### config.mk
export PLATFORM = sky130hd
export DESIGN_NAME = rst_seq_ctrl
export DESIGN_NICKNAME = d
export VERILOG_FILES = /design/src/rtl/rst_seq_pkg.sv /design/src/rtl/rst_seq_timer.sv /design/src/rtl/rst_seq_ctrl.sv
export SDC_FILE = /design/constraint.sdc
export NUM_CORES = 1
export LEC_CHECK = 0
export ABC_CLOCK_PERIOD_IN_PS = 1800
export CORE_AREA = 8 8 59 71
export DETAILED_ROUTE_END_ITERATION = 10
export DIE_AREA = 0 0 67 79
export PLACE_DENSITY = 0.56
export SLEW_MARGIN = 20
export SYNTH_ARGS = -nofsm -noshare
export SYNTH_HDL_FRONTEND = slang
export SYNTH_SLANG_ARGS = --single-unit
### constraint.sdc
create_clock -name CLK -period 1.8 [get_ports CLK]
set_input_delay 0.54 -clock CLK [delete_from_list [all_inputs] [get_ports CLK]]
set_output_delay 0.54 -clock CLK [all_outputs]
set_load 0.02 [all_outputs]
### src/rtl/rst_seq_pkg.sv
// Shared types and helpers for the reset sequencer: state encoding, default
// parameters and the counter-width function.
package rst_seq_pkg;

  typedef enum logic [1:0] {
    ST_ASSERT   = 2'd0,
    ST_GAP      = 2'd1,
    ST_WAIT_RDY = 2'd2,
    ST_DONE     = 2'd3
  } state_e;

  localparam int DEF_NUM_DOMAINS    = 4;
  localparam int DEF_HOLD_CYCLES    = 8;
  localparam int DEF_GAP_CYCLES     = 4;
  localparam int DEF_TIMEOUT_CYCLES = 255;

  function automatic int cnt_width(input int hold, input int gap, input int tmo);
    int m;
    m = hold;
    if (gap > m) m = gap;
    if (tmo > m) m = tmo;
    return $clog2(m + 1);
  endfunction

endpackage

### src/rtl/rst_seq_timer.sv
// Loadable saturating up-counter with a terminal-count compare, reused for the
// hold, gap and ready-timeout phases of the sequencer.
module rst_seq_timer #(
  parameter int CW = 8
) (
  input  logic          clk,
  input  logic          rst,
  input  logic          clr,
  input  logic          en,
  input  logic [CW-1:0] term,
  output logic          tc
);

  logic [CW-1:0] cnt_q, cnt_d;

  always_comb begin
    cnt_d = cnt_q;
    if (clr)
      cnt_d = '0;
    else if (en && (cnt_q != '1))
      cnt_d = cnt_q + CW'(1);
  end

  always_ff @(posedge clk) begin
    if (rst) cnt_q <= '0;
    else     cnt_q <= cnt_d;
  end

  assign tc = (cnt_q == term);

endmodule

### src/rtl/rst_seq_ctrl.sv
// Reset sequencer: holds all domain resets, then releases them in index order
// with a fixed gap. Define RST_SEQ_RDY_WAIT_EN to wait on per-domain ready.
module rst_seq_ctrl
  import rst_seq_pkg::*;
#(
  parameter int NUM_DOMAINS    = DEF_NUM_DOMAINS,
  parameter int HOLD_CYCLES    = DEF_HOLD_CYCLES,
  parameter int GAP_CYCLES     = DEF_GAP_CYCLES,
  parameter int TIMEOUT_CYCLES = DEF_TIMEOUT_CYCLES
) (
  input  logic                   CLK,
  input  logic                   RST,
  input  logic                   SW_RST_REQ,
`ifdef RST_SEQ_RDY_WAIT_EN
  input  logic [NUM_DOMAINS-1:0] DOMAIN_RDY,
  output logic                   TIMEOUT_ERR,
`endif
  output logic                   SW_RST_ACK,
  output logic [NUM_DOMAINS-1:0] RST_OUT,
  output logic                   BUSY,
  output logic                   SEQ_DONE
);

  localparam int CW = cnt_width(HOLD_CYCLES, GAP_CYCLES, TIMEOUT_CYCLES);
  localparam int IW = (NUM_DOMAINS > 1) ? $clog2(NUM_DOMAINS) : 1;
  localparam logic [IW-1:0] LAST_IDX = IW'(NUM_DOMAINS - 1);
  localparam logic [CW-1:0] HOLD_TC  = CW'(HOLD_CYCLES - 1);
  localparam logic [CW-1:0] GAP_TC   = CW'(GAP_CYCLES - 1);
`ifdef RST_SEQ_RDY_WAIT_EN
  localparam logic [CW-1:0] TO_TC    = CW'(TIMEOUT_CYCLES - 1);
  logic terr_q, terr_d, rdy_cur;
`endif

  state_e                 state_q, state_d;
  logic [IW-1:0]          idx_q, idx_d, rel_idx;
  logic [NUM_DOMAINS-1:0] rst_out_q, rst_out_d;
  logic                   busy_q, busy_d, done_q, done_d, ack_q, ack_d;
  logic                   tmr_clr, tmr_en, tmr_tc;
  logic [CW-1:0]          tmr_term;

  rst_seq_timer #(.CW(CW)) u_timer (
    .clk  (CLK),
    .rst  (RST),
    .clr  (tmr_clr),
    .en   (tmr_en),
    .term (tmr_term),
    .tc   (tmr_tc)
  );

  always_comb begin
    tmr_term = '0;
    case (state_q)
      ST_ASSERT:   tmr_term = HOLD_TC;
      ST_GAP:      tmr_term = GAP_TC;
`ifdef RST_SEQ_RDY_WAIT_EN
      ST_WAIT_RDY: tmr_term = TO_TC;
`endif
      default:     tmr_term = '0;
    endcase
  end

`ifdef RST_SEQ_RDY_WAIT_EN
  always_comb begin
    rdy_cur = 1'b0;
    for (int i = 0; i < NUM_DOMAINS; i++)
      if (IW'(i) == idx_q) rdy_cur = DOMAIN_RDY[i];
  end
`endif

  always_comb begin
    state_d   = state_q;
    idx_d     = idx_q;
    rst_out_d = rst_out_q;
    busy_d    = busy_q;
    done_d    = done_q;
    ack_d     = 1'b0;
    tmr_clr   = 1'b0;
    tmr_en    = 1'b1;
    rel_idx   = (state_q == ST_GAP) ? idx_q : '0;
`ifdef RST_SEQ_RDY_WAIT_EN
    terr_d    = terr_q;
`endif
    case (state_q)
      ST_ASSERT, ST_GAP: begin
        if (tmr_tc) begin
          for (int i = 0; i < NUM_DOMAINS; i++)
            if (IW'(i) == rel_idx) rst_out_d[i] = 1'b1;
          tmr_clr = 1'b1;
          idx_d   = rel_idx;
`ifdef RST_SEQ_RDY_WAIT_EN
          state_d = ST_WAIT_RDY;
`else
          if (rel_idx == LAST_IDX) begin
            state_d = ST_DONE;
          end else begin
            state_d = ST_GAP;
            idx_d   = rel_idx + IW'(1);
          end
`endif
        end
      end
`ifdef RST_SEQ_RDY_WAIT_EN
      ST_WAIT_RDY: begin
        // A timeout is flagged but otherwise treated like a ready indication.
        if (rdy_cur || tmr_tc) begin
          if (!rdy_cur) terr_d = 1'b1;
          tmr_clr = 1'b1;
          if (idx_q == LAST_IDX) begin
            state_d = ST_DONE;
          end else begin
            state_d = ST_GAP;
            idx_d   = idx_q + IW'(1);
          end
        end
      end
`endif
      ST_DONE: begin
        // The first DONE cycle already samples the request, so a request held
        // during the sequence is accepted before SEQ_DONE is ever shown.
        tmr_en = 1'b0;
        if (SW_RST_REQ) begin
          state_d   = ST_ASSERT;
          idx_d     = '0;
          rst_out_d = '0;
          busy_d    = 1'b1;
          done_d    = 1'b0;
          ack_d     = 1'b1;
          tmr_clr   = 1'b1;
        end else begin
          busy_d = 1'b0;
          done_d = 1'b1;
        end
      end
      default: state_d = ST_ASSERT;
    endcase
  end

  always_ff @(posedge CLK) begin
    if (RST) begin
      state_q   <= ST_ASSERT;
      idx_q     <= '0;
      rst_out_q <= '0;
      busy_q    <= 1'b1;
      done_q    <= 1'b0;
      ack_q     <= 1'b0;
    end else begin
      state_q   <= state_d;
      idx_q     <= idx_d;
      rst_out_q <= rst_out_d;
      busy_q    <= busy_d;
      done_q    <= done_d;
      ack_q     <= ack_d;
    end
  end

`ifdef RST_SEQ_RDY_WAIT_EN
  always_ff @(posedge CLK) begin
    if (RST) terr_q <= 1'b0;
    else     terr_q <= terr_d;
  end
  assign TIMEOUT_ERR = terr_q;
`endif

  assign RST_OUT    = rst_out_q;
  assign BUSY       = busy_q;
  assign SEQ_DONE   = done_q;
  assign SW_RST_ACK = ack_q;

endmodule

Word-level counts from Yosys, hierarchy flattened
Cells that the tools add are included.
{ "word_totals": {"ff_bits": 19, "latchBits": 0, "ram_bits": 0, "romBits": 0, "in_bits": 3, "out_inout_bits": 7, "word_cells": 61, "n_memories": 0} }
{ "classes": {"addsub": 2, "multipliers": 0, "n_div": 0, "n_lt_le_gt_ge": 0, "n_eq_ne": 14, "n_shift": 0, "n_mux": 21, "n_bitwise": 1, "reduce_logical": 13} }
{ "op_table": {"columns": ["operator", "n"], "rows": [
  ["AND reduction 4 bit", 4],
  ["two-way mux 2 bit", 6],
  ["inequality test 2 bit, second input constant", 6],
  ["adder 8 x 1 -> 8 bit, second input constant", 1],
  ["equality test 8 x 3 -> 1 bit", 1],
  ["two-way mux 1 bit", 8],
  ["two-way mux 4 bit", 2],
  ["inequality test 8 bit, second input constant", 1],
  ["one-hot mux 2 bit (2 select lines)", 2],
  ["one-hot mux 4 bit (2 select lines)", 1],
  ["one-hot mux 3 bit (2 select lines)", 1],
  ["OR reduction 2 bit", 3],
  ["equality test 2 bit, first input constant", 2],
  ["equality test 2 bit, second input constant", 2],
  ["zero test 2 bit", 2],
  ["AND reduction 3 bit", 1],
  ["adder 2 x 1 -> 2 bit, second input constant", 1],
  ["equality test 1 x 2 -> 1 bit, first input constant", 1],
  ["equality test 2 x 1 -> 1 bit, second input constant", 1],
  ["one-hot mux 1 bit (2 select lines)", 1],
  ["AND reduction 2 bit", 1],
  ["nonzero test 2 bit", 1],
  ["logical AND 1 bit", 1],
  ["NOT 1 bit", 1]
]} }

Logic depth before layout (Yosys ltp)
{ "depth": {"depth_word": 6, "mapped_depth": 5, "mapped_depth_nobuf": 5} }

Modules after synthesis
A second synthesis with hierarchy kept.
{ "unflattened": {"cells_unflattened": 106, "area_unflattened_um2": 952.2} }
{ "by_module_without_submodules": {"columns": ["module", "instances", "cells_each", "area_per_inst_um2", "seq_area_each_um2"], "rows": [
  ["rst_seq_timer", 1, 56, 509.2, 160.2],
  ["rst_seq_ctrl", 1, 50, 442.9, 220.2]
]} }

Least setup slack after synthesis
No wires, ideal clock.
{ "synth_path": {"path_kind": "flip-flop to flip-flop", "startpoint": "reg u_timer.cnt_q[3]", "endpoint": "reg idx_q[1]", "arrival_ns": 1.459, "setup_slack_ns": 0.277, "path_stages_with_launch": 5, "path_buffers": 0, "period_less_slack_ns": 1.523, "cell_sequence": "dfxtp_1 -> or3_4 -> nor4_4 -> mux2_2 -> nor2_1"} }
{ "synth_via": {"elab_chain_cells": 3} }
{ "synth_rtl": {"columns": ["element", "line", "text"], "rows": [
  ["start: declaration", "rst_seq_timer.sv:14", "logic [CW-1:0] cnt_q, cnt_d;"],
  ["start signal: assignment", "rst_seq_timer.sv:26", "else cnt_q <= cnt_d;"],
  ["equality test 8 x 3 -> 1 bit", "rst_seq_timer.sv:29", "assign tc = (cnt_q == term);"],
  ["inequality test 2 bit (no line)", null, null],
  ["AND reduction 3 bit (no line)", null, null],
  ["end signal: assignment", "rst_seq_ctrl.sv:148", "idx_q <= idx_d;"],
  ["end: declaration", "rst_seq_ctrl.sv:35", "logic [IW-1:0] idx_q, idx_d, rel_idx;"]
]} }
Every way passes these cells.
A chain may end at the register's enable or synchronous reset.

Worst setup path in the final report
{ "layout_path": {"startpoint": "reg rst_out_q[3], in the netlist RST_OUT[3]", "endpoint": "out RST_OUT[3]"} }
{ "layout_rtl": {"columns": ["element", "line", "text"], "rows": [
  ["start: declaration", "rst_seq_ctrl.sv:36", "logic [NUM_DOMAINS-1:0] rst_out_q, rst_out_d;"],
  ["start signal: assignment", "rst_seq_ctrl.sv:149", "rst_out_q <= rst_out_d;"],
  ["end: declaration", "rst_seq_ctrl.sv:19", "output logic [NUM_DOMAINS-1:0] RST_OUT,"]
]} }
No word-level cell between the ends.

==> key figures <==
Worst hold path
  • Min-Delay Path Depth: 2
  • Hold Path Class: flip-flop to flip-flop
  • Hold endpoint: BUSY
  • Hold path startpoint: BUSY

STA
  • RSZ-0062 raised after global routing: no
  • Period minus WS final: about 1.8 ns
  • Fmax: 570.8 MHz
  • Final period util: a little over nine tenths
  • Hold Fails Final Rpt: 0
  • Slew Limit Fails: 0
  • Post-route setup TNS: 0 ns
  • Final setup violating endpoints: 0
  • Layout Skew: around 0.0035 ns
  • Worst Max-Slew Pin Slew: ~0.5 ns
  • Hold WS: 0.4514 ns
  • Worst slew margin: roughly 66%

Global route
  • Vias in the first global route: around 860
  • Overflow after GRT: 0
  • Global Route Usage Sum: 8.489%
  • Initial antenna violation count: 0
  • First-pass GRT wire length: 3615 um
  • Pin count of the biggest net entering global routing: 16

Die
  • Die H: between 70 and 80 um
  • Die area: approximately 5300 um2
  • DIE WIDTH: around 67 um
  • Rows: 23
  • I/O pins: 10
  • Initial Utilization: between 30% and 40%
  • Core area: 3166 um2

Synthesis
  • Primary FF master, synth: dfxtp_1
  • Syn Nets: around 120
  • Share of the synthesized area in the top cell type: 39.33%
  • Post-synth EDFFs: 0
  • Synth unique cells: 43
  • Post-synth top area cell: dfxtp_1
  • Multiplexer share of the synthesized area: roughly 3.2%
  • Post-synthesis sequential area ratio: between 30% and 40%
  • Ys async rst share: 0%
  • Synth Area in Compound Gates: between 10% and 20%
  • Synth Area in XOR/XNOR: 3.622%
  • Synthesized instance count: approximately 110
  • Synth Area in Simple Gates: about a third
  • Adder-Cell Fraction of Synth Area: approximately 1.3%
  • Syn avg cell area: between 8 and 9 um2
  • Largest family of logic cells by synthesized area: simple AND/OR/NAND/NOR gates
  • Synth top area cells: dfxtp_1, nor2_1, nand2_1
  • Syn. warnings: 0
  • #FFs+latches synth: 19
  • Mapped Area: 967.2 um2

Routing
  • Via density: around 5.2
  • Via count: between 800 and 900
  • WL/cell: 12.64 um
  • Remaining DRCs: 0
  • Initial drt markers: 14
  • First-pass iteration count of the detailed router: 4
  • Antenna-violating nets left: 0
  • Total wire length: just over 2000 um

Place
  • Dpl cells: about 160
  • Hpwl dp: around 1600 um
  • Gp weighted congestion: 0.8901
  • Number of port buffers: 9

Setup path
  • Reg2Reg Depth: 4
  • Kind of critical path: flip-flop to primary output
  • Worst R2R Start: u_timer.cnt_q[3]
  • Worst R2R Setup Slack: around 0.15 ns
  • Startpoint types: flip-flop
  • WP data arrival: around 1.2 ns
  • Critical path fanouts, max: 3
  • Slowest CP cell: clkdlybuf4s50_1
  • Worst stage delay on the critical path: 0.61 ns
  • Crit. End Element: primary output
  • Buffers and inverters on the worst path: 1
  • RR Endpoint: u_timer.cnt_q[4]
  • Critical Path, Cell by Cell: clkdlybuf4s50_1
  • Worst Path Required: between 1 and 1.5 ns
  • Dominant delay contributor by cell family on the critical path: buffers and inverters

CTS
  • Clock latency at the later pin of the worst-skew pair: 0.25 ns
  • CTS Buf Count: 3
  • Gates resized, CTS repair: 0
  • H-tree level count: 1
  • Cts hold-fix bufs: 0
  • # clock sinks: 19
  • Clock slew at reported path FFs: ~0.070 ns
  • CTS tree: yes
  • CTS root buf: clkbuf_8
  • Number of buffers added for setup after CTS: 0
  • Clk buf depth: 2

Pwr
  • Switching fraction of total power: around 22%
  • Peak supply drop: 0.3541 mV
  • Seq pwr share: between 50% and 60%
  • Combinational Power Share: 8.8%
  • Clk pwr share: between 30% and 40%
  • Lkg Pwr: between 0.4 and 0.5 nW
  • P_int: slightly above 0.6 mW
  • Power per cell area: 692.9 nW/um2
  • Psw: between 0.15 and 0.2 mW
  • Power Total: 0.8028 mW

Finish
  • Multi-input logic area: roughly 550 um2
  • Antenna Diode Count: 0
  • Fin nets: 130
  • Fill cells: 340
  • FF/Latch Area: approximately 380 um2
  • Final core utilization: 36.60%
  • P&R area growth vs syn: 19.79%
  • Final Non-Filler Cells: roughly 160
  • Share of cells above drive strength 1: roughly 11%

Job
  • Max Cap Viol: 0

Run status
  • Status: finished clean
## power groups by stage
stage	combinational (mW)	sequential [mW]	clock, mW
floorplan	0.0464	0.454	0
global placement	0.0706	0.452	0
detailed placement	0.0711	0.452	0
CTS	0.0714	0.442	0.302
global route	0.0809	0.444	0.315
finish	0.0709	0.442	0.290
## synth_stat cells (all sizes together), types with 2 or more instances
master / n
xnor2: 2
nand2: 11
mux2i: 2
nor2b: 4
or4: 2
dfxtp: 19
a31oi: 2
o21ai: 4
nand3b: 2
a21oi: 4
nor2: 15
nand2b: 3
and3: 3
o21a: 2
xor2: 2
o31ai: 2
buf: 4
or3: 2
a41oi: 2
nor3: 2
nand3: 4
## through the flow
| step | cell area, um2 | setup slack, ns |
|---|---|---|
| global placement | 1114 | 0.04947 |
| global route | 1159 | 0.002108 |
| finish | 1159 | 0.04801 |
| floorplan | 967.2 | 0.2771 |
| CTS | 1159 | 0.03271 |
| detailed placement | 1114 | 0.02534 |
## worst max path at each step
stage	start	end	slack, ns	cells after the start
after CTS	RST_OUT[3]	RST_OUT[3]	0.03	1
final	RST_OUT[3]	RST_OUT[3]	0.05	1
after detailed placement	SW_RST_REQ	u_timer.cnt_q[4]	0.03	4
after global placement	SW_RST_REQ	u_timer.cnt_q[4]	0.05	4
after global routing	RST_OUT[1]	RST_OUT[1]	0.002	1
after floorplan	u_timer.cnt_q[3]	idx_q[1]	0.28	4
## worst min-delay path, cell delays in order, from the launching register on
cell and delay [ns]:
dfxtp_1 0.31, nand2_1 0.05, nand2_1 0.04
## cells in the final DEF, fill, tap and decap left out, types with 3 or more instances in the layout
| cell | count |
|---|---|
| a21oi_1 | 4 |
| and3_1 | 3 |
| buf_4 | 6 |
| clkbuf_8 | 3 |
| clkdlybuf4s50_1 | 9 |
| dfxtp_1 | 19 |
| nand2_1 | 11 |
| nand2b_1 | 3 |
| nand3_1 | 4 |
| nor2_1 | 15 |
| nor2b_1 | 4 |
| o21ai_0 | 3 |
## logic make-up (layout without fill, tap and decap cells)
| group | Yosys count | count (layout) |
|---|---|---|
| XOR/XNOR | 4 | 4 |
| flip-flops | 19 | 19 |
| adder cells (fa/ha/maj) | 1 | 1 |
| buffers and inverters | 6 | 20 |
| AO/OA/AOI/OAI | 23 | 23 |
| AND/OR/NAND/NOR | 55 | 55 |
| multiplexers | 3 | 3 |
## registers in the layout, summed over array words and instances (netlist names)
register,cells
state_q,2
SW_RST_ACK,1
idx_q,2
RST_OUT,4
u_timer.cnt_q,8
SEQ_DONE,1
BUSY,1
## layer usage
metal  global-route usage [%]  wire length [um]  up-vias
met3                    1.969                94        2
li1                         -                 -      428
met4                    4.612                17        0
met2                    14.19              1034       13
met1                    9.611               901      402
met5                        0                 0        -
## area by class of cell
class / instances / share of cell area, %
well taps: 37 / 3.996
clock buffers: 4 / 3.888
repair buffers: 15 / 11.66
flip-flops and latches: 19 / 32.83
multi-input cells: 86 / 47.30
inverters: 1 / 0.3240
Note: power is estimated with default switching activity, not from simulation.
==> RTL edit, RTL diff (same settings) <==
Change the package constant `DEF_TIMEOUT_CYCLES` from 255 to 510.
--- a/src/rtl/rst_seq_pkg.sv
+++ b/src/rtl/rst_seq_pkg.sv
@@ -13,5 +13,5 @@
   localparam int DEF_HOLD_CYCLES    = 8;
   localparam int DEF_GAP_CYCLES     = 4;
-  localparam int DEF_TIMEOUT_CYCLES = 255;
+  localparam int DEF_TIMEOUT_CYCLES = 510;
 
   function automatic int cnt_width(input int hold, input int gap, input int tmo);
Function: same outputs for any inputs over 10 cycles, from zero or initial values and one cycle with RST high; that may be too few to reach the edited logic, so the function may still have changed.
==> RTL edit against the original RTL <==
Clock skew rose by 1.9 ps; design area is 5.5% lower; sequential share of layout area is 3.7 points higher; largest cell class unchanged; sequential cell count grew 1; total power is 2.1% lower; count of clock-buffer cells in the layout shrank 1; worst setup slack better by 18 ps; clock power is 1% lower; die area stayed put; combinational power down 35%; wire length decreased by 14%; area after synthesis fell by 9.4%; hold slack better by 5.3 ps.
==> RTL edit: results (changes against the original RTL) <==
met2_length_microns: 856  # was 1.03 mm
synth_xor_area_share_pct: 8.00  # was 3.62%
gp_congestion: 0.832  # was 0.890
drive_above_1_share_pct: 17.3  # was 11.2%
nets: 117  # was 130
synthTopCellsByArea: "dfxtp_1, xor2_1, nor2_1"  # was dfxtp_1, nor2_1, nand2_1
wl_per_cell_microns: 12.0  # was 12.6 microns
grt_pass1_vias: 696  # was 855
muxShareOfSynthArea_pct: 2.29  # was 3.23%
final_util_pct: 34.6  # was 36.6%
vias_per_cell: 4.76  # was 5.22
postPlaceCellArea_sq_um: 1050  # was 1110 sq um
dpl.cell_count: 143  # was 158
n_fill_cell: 344  # was 340
vdd_drop_max_uv: 371  # was 354 uV
synth-compound-area-share_pct: 12.1  # was 16.4%
p_clk_share_pct: 36.3  # was 36.1%
syn_nets: 96  # was 115
synthCells: 91  # was 111
gr-usage-all-layers_pct: 7.43  # was 8.49%
synth_cell_types: 28  # was 43
reg2reg_depth: 7  # was 4
synthAdderAreaFrac_pct: 2.86  # was 1.29%
slew-limit-headroom_pct: 75.2  # was 65.9%
p_int_mw: 0.621  # was 0.624 mW
outcome: "complete, no violations"  # unchanged
place_hpwl_mm: 1.35  # was 1.58 mm
drt_iter0_drc: 20  # was 14
power_density_nw_per_um2: 718  # was 693 nW/um^2
place_ws_ps: 96.4  # was 25.3 ps
grt_util_met3_pct: 2.53  # was 1.97%
crit_fanout: 2  # was 3
grt_use_met2_pct: 11.5  # was 14.2%
drt-met1-wl_microns: 753  # was 901 microns
ys_seq_area_share_pct: 45.7  # was 39.3%
grt_pass1_wl_mm: 3.10  # was 3.62 mm
grt_max_degree: 12  # was 16
dr_wl_met3_microns: 110  # was 94 microns
clock_skew_ps: 5.35  # was 3.45 ps
vias: 699  # was 845
RTL edit: cell count changes after synthesis, sizes merged, moves of 3 or more:
cell and delta:
xor2 +5, nand2 -3, o21a +3, o21ai -3
RTL edit: final cells by class:
type	instances	area (sq um)	share of cell area (%)
clock buffer	3	41.3	3.77
inverter	1	3.75	0.343
multi-input combinational	67	438	40.0
sequential	20	400	36.6
tap	37	46.3	4.23
timing repair buffer	19	165	15.1
RTL edit: final timing paths:
| check | startpoint | end | slack (ps) |
|---|---|---|---|
| worst min-delay path | BUSY | BUSY | 460 |
| worst max register to register | u_timer.cnt_q[5] | u_timer.cnt_q[1] | 120 |
| worst min register to register | BUSY | BUSY | 460 |
| worst max-delay path | RST_OUT[1] | RST_OUT[1] | 70 |
RTL edit: timing repair:
item,in CTS,in global routing
setup endpoints to repair,0,3
resized for setup,0,0
hold endpoints to repair,0,0
setup buffers,0,1
